`src/rtl/cselector_pkg.sv`:
```
// Shared types and helpers for the clocked conditional-fork selector family.
// The state enum is also exported on the top-level debug port.
package cselector_pkg;

    typedef enum logic [1:0] {
        ST_IDLE  = 2'd0,
        ST_DELAY = 2'd1,
        ST_WAIT  = 2'd2
    } state_e;

    localparam int JOIN_MODE_ANY = 0;
    localparam int JOIN_MODE_ALL = 1;

    // A zero delay still needs a one-bit counter.
    function automatic int cnt_width(input int delay);
        if (delay < 1) return 1;
        return $clog2(delay + 1);
    endfunction

endpackage

```
`src/rtl/sync_delay_counter.sv`:
```
// Loadable saturating down-counter. done_o marks the last counting cycle,
// i.e. the cycle whose closing edge brings the count to zero.
module sync_delay_counter #(
    parameter int W = 4
) (
    input  logic         clk,
    input  logic         rstn,
    input  logic         load_i,
    input  logic [W-1:0] load_val_i,
    output logic         done_o
);

    logic [W-1:0] count_q, count_d;

    always_comb begin
        count_d = count_q;
        if (load_i) begin
            count_d = load_val_i;
        end else if (count_q != '0) begin
            count_d = count_q - 1'b1;
        end
    end

    always_ff @(posedge clk or negedge rstn) begin
        if (!rstn) begin
            count_q <= '0;
        end else begin
            count_q <= count_d;
        end
    end

    assign done_o = (count_q <= W'(1));

endmodule

```
`src/rtl/cselector_n_sync.sv`:
```
// N-way clocked conditional fork: accept a drive token, wait DRIVE_DELAY cycles,
// pulse the selected channels, then join on their frees before freeing upstream.
module cselector_n_sync
    import cselector_pkg::*;
#(
    parameter int N           = 6,
    parameter int DRIVE_DELAY = 8,
    parameter int JOIN_ALL    = 1
) (
    input  logic         clk,
    input  logic         rstn,
    input  logic         i_drive,
    input  logic [N-1:0] i_valid,
    output logic         o_fire,
    output logic [N-1:0] o_driveNext,
    input  logic [N-1:0] i_freeNext,
    output logic         o_free,
    output logic         o_busy,
    output logic         o_err,
    output state_e       o_state
);

    localparam int           CW       = cnt_width(DRIVE_DELAY);
    localparam logic [CW-1:0] LOAD_VAL = CW'(DRIVE_DELAY);
    localparam bit           WAIT_ALL = (JOIN_ALL == JOIN_MODE_ALL);

    state_e       state_q;
    logic [N-1:0] mask_q, pending_q;
    logic         fire_q, free_q, busy_q, err_q;
    logic [N-1:0] drive_q;

    logic         cnt_load, cnt_done, join_done;
    logic [N-1:0] hit, pending_left;

    assign cnt_load = (state_q == ST_IDLE) && i_drive;

    sync_delay_counter #(.W(CW)) u_delay (
        .clk       (clk),
        .rstn      (rstn),
        .load_i    (cnt_load),
        .load_val_i(LOAD_VAL),
        .done_o    (cnt_done)
    );

    // Only frees from selected channels count; repeats clear nothing new.
    assign hit          = i_freeNext & mask_q;
    assign pending_left = pending_q & ~hit;
    assign join_done    = (mask_q == '0) ||
                          (WAIT_ALL ? (pending_left == '0) : (hit != '0));

    always_ff @(posedge clk or negedge rstn) begin
        if (!rstn) begin
            state_q   <= ST_IDLE;
            mask_q    <= '0;
            pending_q <= '0;
            fire_q    <= 1'b0;
            drive_q   <= '0;
            free_q    <= 1'b0;
            busy_q    <= 1'b0;
            err_q     <= 1'b0;
        end else begin
            fire_q  <= 1'b0;
            drive_q <= '0;
            free_q  <= 1'b0;
            err_q   <= 1'b0;
            case (state_q)
                ST_IDLE: begin
                    if (i_drive) begin
                        mask_q    <= i_valid;
                        pending_q <= i_valid;
                        fire_q    <= 1'b1;
                        busy_q    <= 1'b1;
                        if (DRIVE_DELAY == 0) begin
                            drive_q <= i_valid;
                            state_q <= ST_WAIT;
                        end else begin
                            state_q <= ST_DELAY;
                        end
                    end
                end
                ST_DELAY: begin
                    err_q <= i_drive;
                    if (cnt_done) begin
                        drive_q <= mask_q;
                        state_q <= ST_WAIT;
                    end
                end
                ST_WAIT: begin
                    // A drive arriving with completion is still dropped.
                    err_q     <= i_drive;
                    pending_q <= pending_left;
                    if (join_done) begin
                        free_q  <= 1'b1;
                        busy_q  <= 1'b0;
                        state_q <= ST_IDLE;
                    end
                end
                default: state_q <= ST_IDLE;
            endcase
        end
    end

    assign o_fire      = fire_q;
    assign o_driveNext = drive_q;
    assign o_free      = free_q;
    assign o_busy      = busy_q;
    assign o_err       = err_q;
    assign o_state     = state_q;

endmodule

```
`config.mk`:
```
export PLATFORM = sky130hd
export DESIGN_NAME = cselector_n_sync
export DESIGN_NICKNAME = d
export VERILOG_FILES = /design/src/rtl/cselector_pkg.sv /design/src/rtl/sync_delay_counter.sv /design/src/rtl/cselector_n_sync.sv
export SDC_FILE = /design/constraint.sdc
export NUM_CORES = 1
export LEC_CHECK = 0
export ABC_AREA = 1
export CAP_MARGIN = 10
export CELL_PAD_IN_SITES_DETAIL_PLACEMENT = 1
export CELL_PAD_IN_SITES_GLOBAL_PLACEMENT = 2
export CORE_MARGIN = 2
export CORE_UTILIZATION = 31
export CTS_BUF_LIST = sky130_fd_sc_hd__clkbuf_4
export DETAILED_ROUTE_END_ITERATION = 8
export PLACE_DENSITY_LB_ADDON = 0.1
export SETUP_SLACK_MARGIN = 0.3
export SLEW_MARGIN = 20
export SYNTH_ARGS = -nofsm -noshare
export SYNTH_HDL_FRONTEND = slang
export SYNTH_HIERARCHICAL = 1
export SYNTH_SLANG_ARGS = --single-unit
```
`constraint.sdc`:
```
create_clock -name clk -period 1.7 [get_ports clk]
set_input_delay 0.255 -clock clk [delete_from_list [all_inputs] [get_ports clk]]
set_output_delay 0.255 -clock clk [all_outputs]
set_load 0.005 [all_outputs]
```
==> reports/qor.csv, run 1 <==
metric;value;unit
Fillers;480;
# diodes;0;
largest net degree at the start of global routing;29;
core area;0.00406;mm²
drt drc;0;
via count of the first global-routing pass;1248;
vias after detailed routing;1168;
number of clock buffers inserted by TritonCTS;3;
number of antenna violations at the first check in global routing;0;
kind of launch point of the worst setup path;flip-flop;
clk root buf;clkbuf_4;
worst reg-to-reg setup slack;0.27;ns
placed cell count;237;
area of the mapped netlist;0.00132;mm²
Final Hold Viols;0;
worst r2r src;o_state[0];
layout overhead on the synthesized area;47.0;%
peak supply drop;666;µV
Tightest Hold Check Type;in -> async;
global-route met2 utilization;27.7;%
CTS max path bufs;2;
DP Area;0.00167;mm²
worst reg2reg path depth;9;
count of hold-fix buffers inserted at cts;0;
die outline area;0.00479;mm²
Arr. time, crit path;1.65;ns
worst-case setup margin in the final layout;0.269;ns
unrepaired setup endpoints after global routing;true;
CTS tree;done;
share of the cycle needed by the critical path after routing;84.1;%
chip height;69.2;µm
mean routed wirelength per cell;14.1;µm
vias per cell;4.56;
final setup skew;0.0119;ns
Setup Slack @ Placement;0.0174;ns
run status;finished clean;
data required time of the worst path;1.92;ns
number of levels the H-tree was split into;1;
count of state elements after synthesis;28;
minimum period implied by the final worst setup slack;1.43;ns
fraction of met1 tracks used by global routing;18.6;%
total grt overflow;0;
clock edge transition at the registers on the reported setup and hold paths;0.15;ns
count of maximum capacitance violations;0;
Cell Rows;23;
reg2reg end;pending_q[3];
register area;701;µm²
total of endpoints with negative setup slack in the final report;0;
iteration count of the initial detailed-routing pass;2;
layer with the highest usage after global routing;met2;
number of primary I/O pins;27;
Mapped Cells;157;
leading post-synthesis cells by cell area;dfrtp_1 (53%), nand2_1 (13%), o21ai_0 (8.3%), inv_1 (4.8%), ha_1 (4.7%);
top-area cell type share of the netlist area;53.1;%
Clk Latency, worst-skew pair;0.32;ns
library cell with the largest summed area after synthesis;dfrtp_1;
Layout Utilization;47.8;%
count of pins over their slew limit;0;
number of sinks driven by the clock tree;28;
areal power density over the cells;1670;mW/mm²
final setup TNS;0;ns
HPWL after detailed placement;2540;µm
area occupied by multi-input gates;648;µm²
Yosys warnings;6;
number of standard cells in the final layout excluding fillers;256;
Routed Antenna Nets;0;
kind of end point of the critical path;flip-flop;
fraction of layout instances using a drive strength above 1;24.3;%
summed area of non-filler cells in the final layout;0.00194;mm²
Avg Inst Size Synth;8.40;µm²
Total GRT Usage;15.4;%
highest net fanout along the worst path;4;
Initial Utilization;32.5;%
width of the die;69.2;µm
synth unique cells;19;
met3 Usage GRT;3.05;%
Static Leakage;0.963;nW
count of buffers inserted at the top-level ports;26;
Fmax;0.699;GHz
total length of routed wires;3620;µm
number of DRC markers after the initial detailed-route iteration;36;
final estimated routing congestion in global placement;0.733;
number of nets in the layout;228;
first-pass GRT wire length;5940;µm
Seq/Total Area, Yosys;53.1;%
Setup Crit Path Kind;reg -> reg;
[cells by family after synthesis]
logic type / Yosys count / share of synthesized area [%]
simple gates: 67 / 20.6
compound gates: 32 / 13.7
buf+inv: 22 / 6.64
flops: 28 / 53.1
xor+xnor: 1 / 0.664
fa+ha+maj: 5 / 4.74
other cells: 2 / 0.569
[worst max-delay path by stage]
stage | start | end | slack, ns | depth (start not counted)
6_report | o_state[0] | pending_q[3] | 0.27 | 9
5_1_grt | u_delay/count_q[0] | o_state[1] | 0.17 | 9
4_1_cts | o_state[1] | pending_q[2] | 0.22 | 9
3_5_place_dp | i_drive | pending_q[3] | 0.02 | 6
3_3_place_gp | i_drive | pending_q[2] | 0.03 | 6
2_1_floorplan | o_state[0] | u_delay/count_q[3] | 0.31 | 9
[through the flow]
stage	total power [mW]	hold slack, ns
after floorplan	1.91	-0.0406
after global placement	2.35	0.468
after detailed placement	2.41	0.477
after CTS	2.90	0.305
after global routing	3.55	0.314
final	3.23	0.299
[flip-flops by register name, indices dropped and copies added, names as in the netlist]
name,cells
o_err,1
o_busy,1
o_driveNext,6
pending_q,6
o_state,2
mask_q,6
o_fire,1
o_free,1
u_delay/count_q,4
[report_power, final]
group	switching, mW	total (mW)	leakage (nW)	internal [mW]
Combinational	0.976	1.86	0.600	0.883
Clock	0.191	0.274	0.0138	0.0830
Sequential	0.171	1.10	0.349	0.926
[cell type report]
type,instances,area share [%]
tap,50,3.23
multi-input combinational,109,33.4
clock buffer,3,1.16
inverter,20,4.39
timing repair buffer,46,21.6
sequential,28,36.2
[cell usage after synthesis]
master,n
nand3_1,3
inv_2,3
ha_1,5
buf_4,1
xor2_1,1
nor2_1,16
inv_1,17
a21oi_4,1
buf_2,1
nand4_1,1
nand2_1,44
nand3_2,2
o21ai_0,22
o21a_1,3
conb_1,2
o22ai_1,1
dfrtp_1,28
a21oi_1,5
nor3_1,1
[routing by layer]
metal	vias up	routed length, µm
met5	-	0
met4	0	17
met3	2	94
met2	14	1930
met1	562	1570
li1	590	-
[worst max-delay path: stages, from the launching register on]
cell	delay, ns
dfrtp_1	0.45
inv_2	0.12
ha_4	0.17
nand2_4	0.06
inv_4	0.08
a21oi_4	0.04
buf_12	0.14
a21oi_2	0.09
o21ai_1	0.07
o21a_1	0.11
[layout by cell type (no fill, tap or decap), types with 4 or more instances in the layout]
master / count
dfrtp_1: 28
buf_4: 16
nor2_1: 15
inv_2: 4
o21ai_1: 7
nand2_2: 4
dlygate4sd2_1: 12
clkdlybuf4s50_1: 14
inv_1: 13
ha_4: 4
nand2_1: 39
conb_1: 4
o21ai_0: 12
[repair_timing]
action / in CTS / in global routing
buffers inserted: 9 / 7
resized for setup: 22 / 35
setup endpoints to repair: 31 / 19
pin swaps: 4 / 11
(Power assumes the default switching activity.)
==> run 2, diff against run 1 <==
--- a/config.mk
+++ b/config.mk
@@ -10,7 +10,7 @@
 export CELL_PAD_IN_SITES_DETAIL_PLACEMENT = 1
 export CELL_PAD_IN_SITES_GLOBAL_PLACEMENT = 2
 export CORE_MARGIN = 2
-export CORE_UTILIZATION = 31
+export CORE_UTILIZATION = 28
 export CTS_BUF_LIST = sky130_fd_sc_hd__clkbuf_4
 export DETAILED_ROUTE_END_ITERATION = 8
 export PLACE_DENSITY_LB_ADDON = 0.1
==> constraint.sdc (replaced) <==
create_clock -name clk -period 1.3 [get_ports clk]
set_input_delay 0.195 -clock clk [delete_from_list [all_inputs] [get_ports clk]]
set_output_delay 0.195 -clock clk [all_outputs]
set_load 0.005 [all_outputs]
==> reports/qor.csv, run 2 (synthesis gave the netlist of run 1 again) <==
metric;value;unit
total grt overflow;0;
Cell Rows;24;
Initial Utilization;29.7;%
number of antenna violations at the first check in global routing;0;
highest net fanout along the worst path;3;
Clk Latency, worst-skew pair;0.33;ns
highest-count cells in the layout ignoring fill and taps;nand2_1 (30), dfrtp_1 (27), buf_4 (27);
violations in the final reports;negative setup slack;
count of buffers inserted at the top-level ports;26;
data required time of the worst path;1.54;ns
vias after detailed routing;1274;
Fmax;0.708;GHz
run status;finished, violations left;
number of DRC markers after the initial detailed-route iteration;27;
# diodes;0;
mean routed wirelength per cell;14.9;µm
count of pins over their slew limit;0;
instance count on the critical path;9;
Final Hold Viols;0;
fraction of layout instances using a drive strength above 1;45.3;%
CTS max path bufs;2;
die outline area;0.00528;mm²
vias per cell;4.60;
final setup skew;0.0105;ns
worst hold slack;0.201;ns
core area;0.00444;mm²
leading cell type in the layout, fill and taps excluded;nand2_1;
peak supply drop;1020;µV
count of maximum capacitance violations;0;
critical path, cell by cell;inv_2 -> ha_4 -> nor2_4 -> nor3_4 -> o22ai_2 -> inv_2 -> nand2_2 -> nand2_1 -> nand2_1;
Tightest Hold Check Type;in -> async;
kind of launch point of the worst setup path;flip-flop;
clock edge transition at the registers on the reported setup and hold paths;0.16;ns
HPWL after detailed placement;2790;µm
buffer and inverter count on the worst path;2;
Routed Antenna Nets;0;
slowest stage cell, crit path;dfrtp_2;
layout overhead on the synthesized area;66.8;%
width of the die;72.6;µm
number of sinks driven by the clock tree;28;
Setup Crit Path Kind;reg -> reg;
largest net degree at the start of global routing;29;
total of endpoints with negative setup slack in the final report;25;
clk root buf;clkbuf_4;
Static Leakage;1.07;nW
CTS tree;done;
worst-case setup margin in the final layout;-0.112;ns
Total GRT Usage;16.2;%
kind of end point of the critical path;flip-flop;
number of levels the H-tree was split into;1;
first-pass GRT wire length;6610;µm
via count of the first global-routing pass;1385;
biggest cell delay along the critical path;0.47;ns
minimum period implied by the final worst setup slack;1.41;ns
final estimated routing congestion in global placement;0.755;
worst reg-to-reg setup slack;-0.11;ns
Arr. time, crit path;1.65;ns
chip height;72.6;µm
drt drc;0;
areal power density over the cells;2260;mW/mm²
iteration count of the initial detailed-routing pass;4;
share of the cycle needed by the critical path after routing;109;%
total length of routed wires;4120;µm
number of nets in the layout;246;
number of clock buffers inserted by TritonCTS;3;
unrepaired setup endpoints after global routing;true;
worst reg2reg path depth;9;
kind of cell adding the most delay to the critical path;flip-flops;
number of primary I/O pins;27;
count of hold-fix buffers inserted at cts;0;
final setup TNS;-1.26;ns
==> run 2: worst paths after layout <==
path / startpoint / end
min: rstn / mask_q[4]
max: u_delay/count_q[0] / o_state[0]
min in group clk: i_valid[0] / mask_q[0]
max in group asynchronous: rstn / u_delay/count_q[0]
min reg2reg: pending_q[3] / pending_q[3]
max reg2reg: u_delay/count_q[0] / o_state[0]
==> run 2: repair_timing <==
item / 4_1_cts / 5_1_grt
buffers inserted: 11 / 8
resized for setup: 82 / 35
endpoints found under the setup margin: 40 / 39
pin swaps: 8 / 9
gates cloned: 1 / 0
==> run 2: worst register-to-register path: cells and delay by family, from the launching register on <==
family	cells	cell delay [ns]
fa+ha+maj	1	0.15
buf+inv	2	0.18
simple gates	5	0.39
compound gates	1	0.12
flops	1	0.47
==> run 2: stage by stage <==
stage	power [mW]	utilization, %	std cells	cell area (µm²)	setup slack (ns)
3_3_place_gp	3.47	40.8	253	1810	-0.179
5_1_grt	5.37	49.5	277	2200	-0.191
4_1_cts	4.51	45.5	269	2020	-0.0896
3_5_place_dp	3.55	40.8	253	1810	-0.229
6_report	4.97	49.5	277	2200	-0.112
2_1_floorplan	2.62	-	159	1370	-0.0243
==> run 2: layout make-up <==
type	instances	area (µm²)
clock buffers	3	22.5
clock inverters	1	3.75
fillers	525	2240
inverters	20	82.6
multi-input cells	109	756
flip-flops and latches	28	702
well taps	52	65.1
repair buffers	64	568
==> run 2: routing by layer <==
| metal | vias up | track usage [%] | share of wire [%] |
|---|---|---|---|
| li1 | 630 | - | - |
| met1 | 624 | 21.6 | 45 |
| met2 | 18 | 27.8 | 51 |
| met3 | 2 | 2.35 | 3.0 |
| met4 | 0 | 3.70 | 0.41 |
| met5 | - | 0 | 0 |
==> run 2: report_power, final <==
part	total [mW]	switching (mW)	internal, mW
clock	0.375	0.262	0.113
sequential	1.48	0.262	1.21
combinational	3.12	1.56	1.56
